<file path="src/rtl/fetch_stage_pkg.sv">
// Shared types and defaults for the fetch stage: word type, IF/ID register control and address wrapping.
package fetch_stage_pkg;

   typedef logic [31:0] word_t;

   localparam word_t DEF_RESET_PC   = 32'h0000_0000;
   localparam int    DEF_IMEM_BYTES = 256;
   localparam word_t DEF_NOP_INSTR  = 32'h0000_0000;

   typedef enum logic [1:0] {
      IFID_LOAD   = 2'd0,
      IFID_HOLD   = 2'd1,
      IFID_BUBBLE = 2'd2
   } ifid_ctl_e;

   // Confine a byte address to the instruction memory and force word alignment.
   function automatic word_t wrap_addr(input word_t addr, input word_t mask);
      return addr & mask & ~word_t'(3);
   endfunction

endpackage

</file>
<file path="src/rtl/fetch_stage_if.sv">
// Bus between the fetch stage and its surroundings: instruction memory, pipeline control and IF/ID outputs.
interface fetch_stage_if;
   import fetch_stage_pkg::*;

   word_t imem_addr;
   word_t imem_instr;
   logic  stall;
   logic  flush;
   logic  redirect_valid;
   word_t redirect_target;
   logic  if_id_valid;
   word_t if_id_instr;
   word_t if_id_pc;
   word_t if_id_pc4;
   logic  misalign_err;
   word_t fetch_count;

   modport master (
      input  imem_addr, if_id_valid, if_id_instr, if_id_pc, if_id_pc4, misalign_err, fetch_count,
      output imem_instr, stall, flush, redirect_valid, redirect_target
   );

   modport slave (
      output imem_addr, if_id_valid, if_id_instr, if_id_pc, if_id_pc4, misalign_err, fetch_count,
      input  imem_instr, stall, flush, redirect_valid, redirect_target
   );

endinterface

</file>
<file path="src/rtl/fetch_stage_if_id_reg.sv">
// Pipeline register between fetch and decode with bubble / hold / load control.
module fetch_stage_if_id_reg
   import fetch_stage_pkg::*;
#(
   parameter word_t NOP_INSTR = DEF_NOP_INSTR
) (
   input  logic      clk,
   input  logic      rst,
   input  ifid_ctl_e ctl,
   input  word_t     instr_in,
   input  word_t     pc_in,
   input  word_t     pc4_in,
   output logic      valid,
   output word_t     instr,
   output word_t     pc,
   output word_t     pc4
);

   logic  valid_reg;
   word_t instr_reg;
   word_t pc_reg;
   word_t pc4_reg;

   always_ff @(posedge clk) begin
      if (rst || ctl == IFID_BUBBLE) begin
         valid_reg <= 1'b0;
         instr_reg <= NOP_INSTR;
         pc_reg    <= '0;
         pc4_reg   <= '0;
      end else if (ctl == IFID_LOAD) begin
         valid_reg <= 1'b1;
         instr_reg <= instr_in;
         pc_reg    <= pc_in;
         pc4_reg   <= pc4_in;
      end
   end

   assign valid = valid_reg;
   assign instr = instr_reg;
   assign pc    = pc_reg;
   assign pc4   = pc4_reg;

endmodule

</file>
<file path="src/rtl/fetch_stage.sv">
// Instruction fetch stage: PC register, next-PC selection, misalignment flag and fetch counter.
module fetch_stage
   import fetch_stage_pkg::*;
#(
   parameter word_t RESET_PC   = DEF_RESET_PC,
   parameter int    IMEM_BYTES = DEF_IMEM_BYTES,
   parameter word_t NOP_INSTR  = DEF_NOP_INSTR
) (
   input  logic          clk,
   input  logic          rst,
   fetch_stage_if.slave  bus
);

   localparam word_t ADDR_MASK = word_t'(IMEM_BYTES - 1);

   word_t     pc_reg;
   word_t     pc_next;
   word_t     seq_pc;
   logic      misalign_reg;
   logic      misalign_next;
   word_t     fetch_count_reg;
   ifid_ctl_e ifid_ctl;

   always_comb begin
      seq_pc = wrap_addr(pc_reg + 32'd4, ADDR_MASK);
      pc_next = seq_pc;
      if (bus.redirect_valid) begin
         pc_next = wrap_addr(bus.redirect_target, ADDR_MASK);
      end else if (bus.stall) begin
         pc_next = pc_reg;
      end
   end

   // A redirect discards whatever was fetched this cycle, even while stalled.
   always_comb begin
      ifid_ctl = IFID_LOAD;
      if (bus.flush || bus.redirect_valid) begin
         ifid_ctl = IFID_BUBBLE;
      end else if (bus.stall) begin
         ifid_ctl = IFID_HOLD;
      end
   end

   assign misalign_next = misalign_reg | (bus.redirect_valid & (|bus.redirect_target[1:0]));

   always_ff @(posedge clk) begin
      if (rst) begin
         pc_reg          <= RESET_PC;
         misalign_reg    <= 1'b0;
         fetch_count_reg <= '0;
      end else begin
         pc_reg       <= pc_next;
         misalign_reg <= misalign_next;
         if (ifid_ctl == IFID_LOAD) begin
            fetch_count_reg <= fetch_count_reg + 32'd1;
         end
      end
   end

   fetch_stage_if_id_reg #(
      .NOP_INSTR (NOP_INSTR)
   ) u_if_id_reg (
      .clk      (clk),
      .rst      (rst),
      .ctl      (ifid_ctl),
      .instr_in (bus.imem_instr),
      .pc_in    (pc_reg),
      .pc4_in   (seq_pc),
      .valid    (bus.if_id_valid),
      .instr    (bus.if_id_instr),
      .pc       (bus.if_id_pc),
      .pc4      (bus.if_id_pc4)
   );

   assign bus.imem_addr    = pc_reg;
   assign bus.misalign_err = misalign_reg;
   assign bus.fetch_count  = fetch_count_reg;

endmodule
</file>
<file path="src/flat_wrapper.sv">
// flat-port wrapper written by rule: the top's interface ports become plain ports
module fetch_stage_flat import fetch_stage_pkg::*;
#(
   parameter word_t RESET_PC   = DEF_RESET_PC,
   parameter int    IMEM_BYTES = DEF_IMEM_BYTES,
   parameter word_t NOP_INSTR  = DEF_NOP_INSTR
)
  (clk, rst, bus_imem_addr, bus_if_id_valid, bus_if_id_instr, bus_if_id_pc, bus_if_id_pc4, bus_misalign_err, bus_fetch_count, bus_imem_instr, bus_stall, bus_flush, bus_redirect_valid, bus_redirect_target);
  fetch_stage_if bus_i ();
  input  logic clk;
  input  logic rst;
  output wire logic [$bits(bus_i.imem_addr)-1:0] bus_imem_addr;
  output wire logic [$bits(bus_i.if_id_valid)-1:0] bus_if_id_valid;
  output wire logic [$bits(bus_i.if_id_instr)-1:0] bus_if_id_instr;
  output wire logic [$bits(bus_i.if_id_pc)-1:0] bus_if_id_pc;
  output wire logic [$bits(bus_i.if_id_pc4)-1:0] bus_if_id_pc4;
  output wire logic [$bits(bus_i.misalign_err)-1:0] bus_misalign_err;
  output wire logic [$bits(bus_i.fetch_count)-1:0] bus_fetch_count;
  input wire logic [$bits(bus_i.imem_instr)-1:0] bus_imem_instr;
  input wire logic [$bits(bus_i.stall)-1:0] bus_stall;
  input wire logic [$bits(bus_i.flush)-1:0] bus_flush;
  input wire logic [$bits(bus_i.redirect_valid)-1:0] bus_redirect_valid;
  input wire logic [$bits(bus_i.redirect_target)-1:0] bus_redirect_target;
  assign bus_imem_addr = bus_i.imem_addr;
  assign bus_if_id_valid = bus_i.if_id_valid;
  assign bus_if_id_instr = bus_i.if_id_instr;
  assign bus_if_id_pc = bus_i.if_id_pc;
  assign bus_if_id_pc4 = bus_i.if_id_pc4;
  assign bus_misalign_err = bus_i.misalign_err;
  assign bus_fetch_count = bus_i.fetch_count;
  assign bus_i.imem_instr = bus_imem_instr;
  assign bus_i.stall = bus_stall;
  assign bus_i.flush = bus_flush;
  assign bus_i.redirect_valid = bus_redirect_valid;
  assign bus_i.redirect_target = bus_redirect_target;
  fetch_stage #(.RESET_PC(RESET_PC), .IMEM_BYTES(IMEM_BYTES), .NOP_INSTR(NOP_INSTR)) u_core (.clk(clk), .rst(rst), .bus(bus_i));
endmodule
</file>
<file path="config.mk">
export PLATFORM = sky130hd
export DESIGN_NAME = fetch_stage_flat
export DESIGN_NICKNAME = d
export VERILOG_FILES = /design/src/rtl/fetch_stage_pkg.sv /design/src/rtl/fetch_stage_if.sv /design/src/rtl/fetch_stage_if_id_reg.sv /design/src/rtl/fetch_stage.sv /design/src/flat_wrapper.sv
export SDC_FILE = /design/constraint.sdc
export NUM_CORES = 1
export LEC_CHECK = 0
export BUFFER_PORTS_ARGS = -buffer_cell sky130_fd_sc_hd__buf_2
export CELL_PAD_IN_SITES_DETAIL_PLACEMENT = 0
export CELL_PAD_IN_SITES_GLOBAL_PLACEMENT = 1
export CORE_UTILIZATION = 25
export CTS_CLUSTER_SIZE = 24
export DETAILED_ROUTE_END_ITERATION = 10
export PLACE_DENSITY_LB_ADDON = 0.1
export SYNTH_ARGS = -nofsm -noshare
export SYNTH_HDL_FRONTEND = slang
export SYNTH_SLANG_ARGS = --single-unit
export TNS_END_PERCENT = 50
</file>
<file path="constraint.sdc">
create_clock -name clk -period 3 [get_ports clk]
set_clock_uncertainty 0.1 [all_clocks]
set_input_delay 0 -clock clk [delete_from_list [all_inputs] [get_ports clk]]
set_output_delay 0 -clock clk [all_outputs]
set_load 0.01 [all_outputs]
</file>
==> qor.yml, run 1 <==
worstPathRequired_ns: 3.18
final_max_slew_viol_count: 0
finalSetupViolCount: 0
cts_setup_buffers: 0
p_int_mw: 1.894
clock_latency_ns: 0.35
worstMarginPinSlew_ns: 0.7883
grt-ovfl-total: 0
tns_ns: 0
cp.arrival_ns: 2.81
wl_per_cell_microns: 13.22
hold_violations: 0
cp_max_fo: 15
io_pins: 231
dieWidth_microns: 130.3
dr_wl_met2_microns: 5183
detail-route-antenna-nets: 0
area_growth_pct: 30.26
vias_per_cell: 4.329
synth_seq_cells: 84
synthArstFlopShare: 0
htree_num_levels: 3
start_util: 0.2571
reg2reg_depth: 4
met3_length_microns: 590
finalNetCount: 733
dominantRegCellSynth: "dfxtp_1"
fmaxAchievable_mhz: 379.6
top_layer: "met4"
placed_cell_area_sq_um: 4657
drt-met1-wl_microns: 5603
final_common_cell: "buf_2"
p_per_area_nw_per_um2: 472.5
grt_pass1_vias: 3308
pwr-share-seq: 0.454
layout_common_cells: "buf_2 (128), dfxtp_1 (84), conb_1 (78)"
cts.sinks: 84
swShare: 0.2522
grt_max_degree: 42
cts_buffers: 9
antenna_found_initial: 0
ys_warn_count: 0
p_sw_mw: 0.6386
status: "completed"
clkPwrFrac: 0.445
hp-class: "in -> reg"
die_height_microns: 130.3
ys_seq_area_frac: 0.4088
port_buffers: 128
vias: 3818
drc_errors: 0
r2r_slack_ns: 0.44
worstHoldStart: "bus_redirect_valid"
drt_wl_total_microns: 11660
synth.distinct_cells: 36
hold_end: "u_core.bus.imem_addr[7]"
grt_util_all_layers: 0.1357
syn_area_sq_um: 4114
cap_violations: 0
hpwl_microns: 7890
fp.coreArea_sq_um: 16000
synth_cells: 506
rsz0062_at_grt: "no"
synth_area_per_cell_sq_um: 8.130
rows: 46
max-vdd-ir-drop_mv: 0.2695
p_leak_nw: 2.287
period_minus_slack_ns: 2.634
die_area_sq_um: 16970
timing.rr.start: "u_core.bus.fetch_count[2]"
start_kind: "input port"
worstSetupEndpointType: "flip-flop"
root_buffer: "clkbuf_16"
path_clk_slew_ns: 0.07
pwr-share-comb: 0.101
drtPass1Iterations: 4
grt_pass1_wl_microns: 17660
drive_above_1_share: 0.2342
rr_endpoint: "u_core.bus.fetch_count[26]"
critical_path_class: "in -> reg"
clockBufferDepth: 2
slew_headroom: 0.4745
synth_edf_count: 0
cts_tree: "yes"
hold_path_depth: 3
drt_iter0_markers: 168
antennaDiodeCount: 0
finalInstanceArea_sq_um: 5359
fin_crit_sh: 0.8782
routabilityCongestion: 0.6890
==> cell families after synthesis <==
family / Yosys count / share of synthesized area
xor+xnor: 16 / 0.03406
buf+inv: 116 / 0.1825
mux: 3 / 0.007603
other cells: 1 / 0.0009115
simple gates: 214 / 0.2631
compound gates: 70 / 0.09702
flops: 84 / 0.4088
fa+ha+maj: 2 / 0.006082
==> critical path, cell delays in order <==
cell and delay [ns]:
dlygate4sd3_1 0.53, buf_2 0.23, or4b_4 0.60, or4_1 0.76
or4_1 0.53, a21oi_1 0.15
==> power groups by stage <==
| stage | Combinational, mW | Sequential (mW) | Clock, mW |
|---|---|---|---|
| after floorplan | 0.204 | 1.18 | 0 |
| after global placement | 0.215 | 1.17 | 0 |
| after detailed placement | 0.215 | 1.18 | 0 |
| after CTS | 0.258 | 1.15 | 1.17 |
| after global routing | 0.290 | 1.15 | 1.21 |
| final | 0.256 | 1.15 | 1.13 |
==> worst max path at each step <==
stage / from / end / slack [ns] / depth (start not counted)
4_1_cts: bus_stall / u_core.bus.fetch_count[26] / 0.37 / 6
3_3_place_gp: u_core.bus.fetch_count[2] / u_core.bus.fetch_count[26] / 0.47 / 4
5_1_grt: bus_stall / u_core.bus.fetch_count[26] / 0.29 / 6
2_1_floorplan: u_core.bus.fetch_count[2] / u_core.bus.fetch_count[31] / 0.57 / 6
6_report: bus_stall / u_core.bus.fetch_count[26] / 0.37 / 6
3_5_place_dp: u_core.bus.fetch_count[2] / u_core.bus.fetch_count[26] / 0.44 / 4
==> routing by layer <==
layer	GRT usage	vias up
li1	-	1917
met1	0.1869	1741
met2	0.1981	143
met3	0.02583	17
met4	0.07456	0
met5	0	-
==> what timing repair did <==
action / in CTS / in global routing
resized for setup: 0 / 0
hold buffers: 41 / 0
hold endpoints to repair: 40 / 0
==> Yosys cell counts, types with 3 or more instances <==
master | n | area, sq um
nor3_1 | 71 | 355.3
a211oi_1 | 4 | 30.03
buf_6 | 3 | 33.78
clkbuf_1 | 24 | 90.09
xor2_1 | 7 | 61.31
xnor2_1 | 9 | 78.83
o21ai_0 | 16 | 80.08
nand3_1 | 8 | 40.04
nand2_1 | 23 | 86.33
and3_1 | 3 | 18.77
buf_4 | 78 | 585.6
nand4_1 | 11 | 68.82
or4_1 | 14 | 105.1
nor2_1 | 57 | 214.0
inv_1 | 9 | 33.78
or3_1 | 13 | 81.33
dfxtp_1 | 84 | 1682
a21oi_1 | 35 | 175.2
o31ai_1 | 12 | 90.09
==> per-stage QoR <==
step	std cells	setup WS (ns)	power [mW]	hold WS (ns)	util
floorplan	583	0.5665	1.384	0.04272	-
global placement	826	0.4653	1.389	0.1308	0.2911
detailed placement	826	0.4362	1.390	0.1377	0.2911
CTS	882	0.3742	2.578	0.04035	0.3349
global route	882	0.2906	2.651	0.05408	0.3349
finish	882	0.3655	2.532	0.04235	0.3349
==> final cells by class <==
type	count	area (sq um)
fillers	1716	10640
multi-input cells	383	1973
flip-flops and latches	84	1682
repair buffers	175	1109
well taps	216	270.3
clock buffers	10	239.0
clock inverters	5	52.55
inverters	9	33.78
(Power assumes the default switching activity.)
==> run 2: changes to the inputs <==
- SYNTH_HIERARCHICAL: unset -> 1
==> run 2 against run 1 <==
Net effect:
- clock power up 100%
- routed wire length up 53%
- clock-buffer cell count up 8
- flip-flop and latch count up 52
- fmax up 4.6%
- via count up 42%
- sequential share of layout area up 0.68 points
- first-iteration DRC count up 62%
- hold slack worse by 0.033 ns
- design area up 58%
- synthesized area up 50%
- non-clock buffer count up 60
- critical path type is now reg -> reg
- highest routed layer unchanged
==> qor.yml, run 2 <==
cts.sinks: 136
multi_input_comb_area_sq_um: 2860
whs_ns: 0.009068
grt_pass1_vias: 5243
final_common_cell: "buf_2"
worstSetupEndpointType: "flip-flop"
grt_util_all_layers: 0.1405
cpPeakStageDelay_ns: 0.53
synth.largest_area_cell: "dfxtp_1"
critical_path_class: "reg -> reg"
drtPass1Iterations: 4
crit_chain: "ha_1 -> or4b_1 -> buf_4 -> or3_1 -> or4_1 -> a21oi_1"
cts_tree: "yes"
clock_latency_ns: 0.42
slew_headroom: 0.3339
routabilityCongestion: 0.7119
placed_cell_area_sq_um: 7391
tns_ns: 0
total_power_mw: 4.565
antennaDiodeCount: 0
hold_violations: 0
fin_crit_sh: 0.8397
p_per_area_nw_per_um2: 537.4
synth_area_per_cell_sq_um: 8.890
synth_edf_count: 0
ys_seq_area_frac: 0.4419
fin_util: 0.3503
register_area_sq_um: 2723
finalNetCount: 1011
place_inst: 1198
drive_above_1_share: 0.2794
detail-route-antenna-nets: 0
htree_num_levels: 4
status: "completed"
worstPathRequired_ns: 3.24
wl_per_cell_microns: 13.96
synth.most_common_cell: "dfxtp_1"
crit_path_top_delay_cell: "or4_1"
cp_max_fo: 7
synth.distinct_cells: 35
pre_cts_slack_ns: 0.5063
io_pins: 231
rsz0062_at_grt: "no"
dominantRegCellSynth: "dfxtp_1"
final_max_slew_viol_count: 0
rows: 57
p_leak_nw: 3.454
fmaxAchievable_mhz: 397.0
period_minus_slack_ns: 2.519
cts_setup_buffers: 0
cp.arrival_ns: 2.76
synth_cells: 693
finalInstanceArea_sq_um: 8493
drt_iter0_markers: 272
grt-ovfl-total: 0
finalSetupViolCount: 0
cap_violations: 0
grt_max_degree: 137
root_buffer: "clkbuf_16"
synthArstFlopShare: 0
final_cells: 1276
start_kind: "flip-flop"
path_clk_slew_ns: 0.07
synth_seq_cells: 136
antenna_found_initial: 0
drt_wl_total_microns: 17810
synthTopCellsByCount: "dfxtp_1 (136), nand2_1 (110), inv_1 (107)"
grt_pass1_wl_microns: 28500
synth.area.top_cells: "dfxtp_1 (44%), o32ai_2 (11%), o32ai_1 (8.0%)"
cts_buffers: 17
area_growth_pct: 37.86
drc_errors: 0
syn_area_sq_um: 6161
synth_top_area_share: 0.4419
clockBufferDepth: 2
dieWidth_microns: 159.0
die_height_microns: 159.0
start_util: 0.2541
layout_common_cells: "buf_2 (179), dfxtp_1 (136), nand2_1 (110)"
port_buffers: 180
n_fill_cell: 2595
ys_warn_count: 6
vias_per_cell: 4.261
max-vdd-ir-drop_mv: 0.2598
vias: 5437
die_area_sq_um: 25270
hpwl_microns: 10490
hp-class: "in -> reg"
setup_ws_ns: 0.4809
worstMarginPinSlew_ns: 0.9991
fp.coreArea_sq_um: 24250
[run 2: cell count changes in the layout (fill, tap and decap cells not counted), sizes merged, moves of 8 or more]
cell	before	now
nand2	23	110
clkbuf	10	18
nor3	71	4
nor2	57	19
o32ai	0	96
inv	9	111
dfxtp	84	136
a21oi	35	27
buf	134	188
[run 2: cell type report]
cell class | instances | area share
clock buffer | 18 | 0.05171
multi-input combinational | 443 | 0.3368
timing repair buffer | 235 | 0.1732
inverter | 107 | 0.04729
clock inverter | 13 | 0.02269
tap | 324 | 0.04773
sequential | 136 | 0.3206
[run 2: kinds of logic (layout without fill, tap and decap cells)]
kind of cell             after synthesis  in the layout  share of synthesized area
buffers and inverters                191            373                     0.1428
adder cells (fa/ha/maj)                2              2                   0.004061
XOR/XNOR                              18             18                    0.02559
AO/OA/AOI/OAI                        149            149                     0.2350
AND/OR/NAND/NOR                      194            194                     0.1468
other                                  1             78                  0.0006087
multiplexers                           2              2                   0.003250
flip-flops                           136            136                     0.4419
[run 2: final timing paths]
| path | depth (start not counted) | to | slack (ns) | from |
|---|---|---|---|---|
| worst max-delay path | 6 | u_core/bus.fetch_count[22] | 0.48 | u_core/bus.fetch_count[0] |
| worst min-delay path | 4 | u_core/bus.imem_addr[4] | 0.009 | bus_redirect_valid |
| worst max register to register | 6 | u_core/bus.fetch_count[22] | 0.48 | u_core/bus.fetch_count[0] |
| worst min register to register | 2 | u_core/bus.misalign_err | 0.34 | u_core/bus.misalign_err |
[run 2: report_power, final]
| group | internal [mW] | switching, mW | leakage (nW) |
|---|---|---|---|
| sequential | 1.85 | 0.0282 | 1.10 |
| clock | 1.42 | 0.849 | 0.304 |
| combinational | 0.166 | 0.250 | 2.05 |
| total | 3.44 | 1.13 | 3.45 |
[run 2: metal layers]
layer,global-route usage,vias up,part of all wire
met5,0,-,0
met3,0.03673,10,0.048
met2,0.2257,155,0.45
met4,0.03715,0,0.0078
met1,0.1861,2473,0.50
li1,-,2799,-
[run 2: what timing repair did]
item / CTS / global route
hold buffers: 47 / 0
setup endpoints to repair: 0 / 0
resized for setup: 0 / 0
hold endpoints to repair: 43 / 0
[run 2: worst max-delay path: cells and delay by family (launching register included)]
family / cells / cell delay [ns]
AOI/OAI and AO/OA: 1 / 0.14
adders and majority gates: 1 / 0.18
buffers and inverters: 1 / 0.19
DFF: 1 / 0.44
and+or+nand+nor: 3 / 1.40
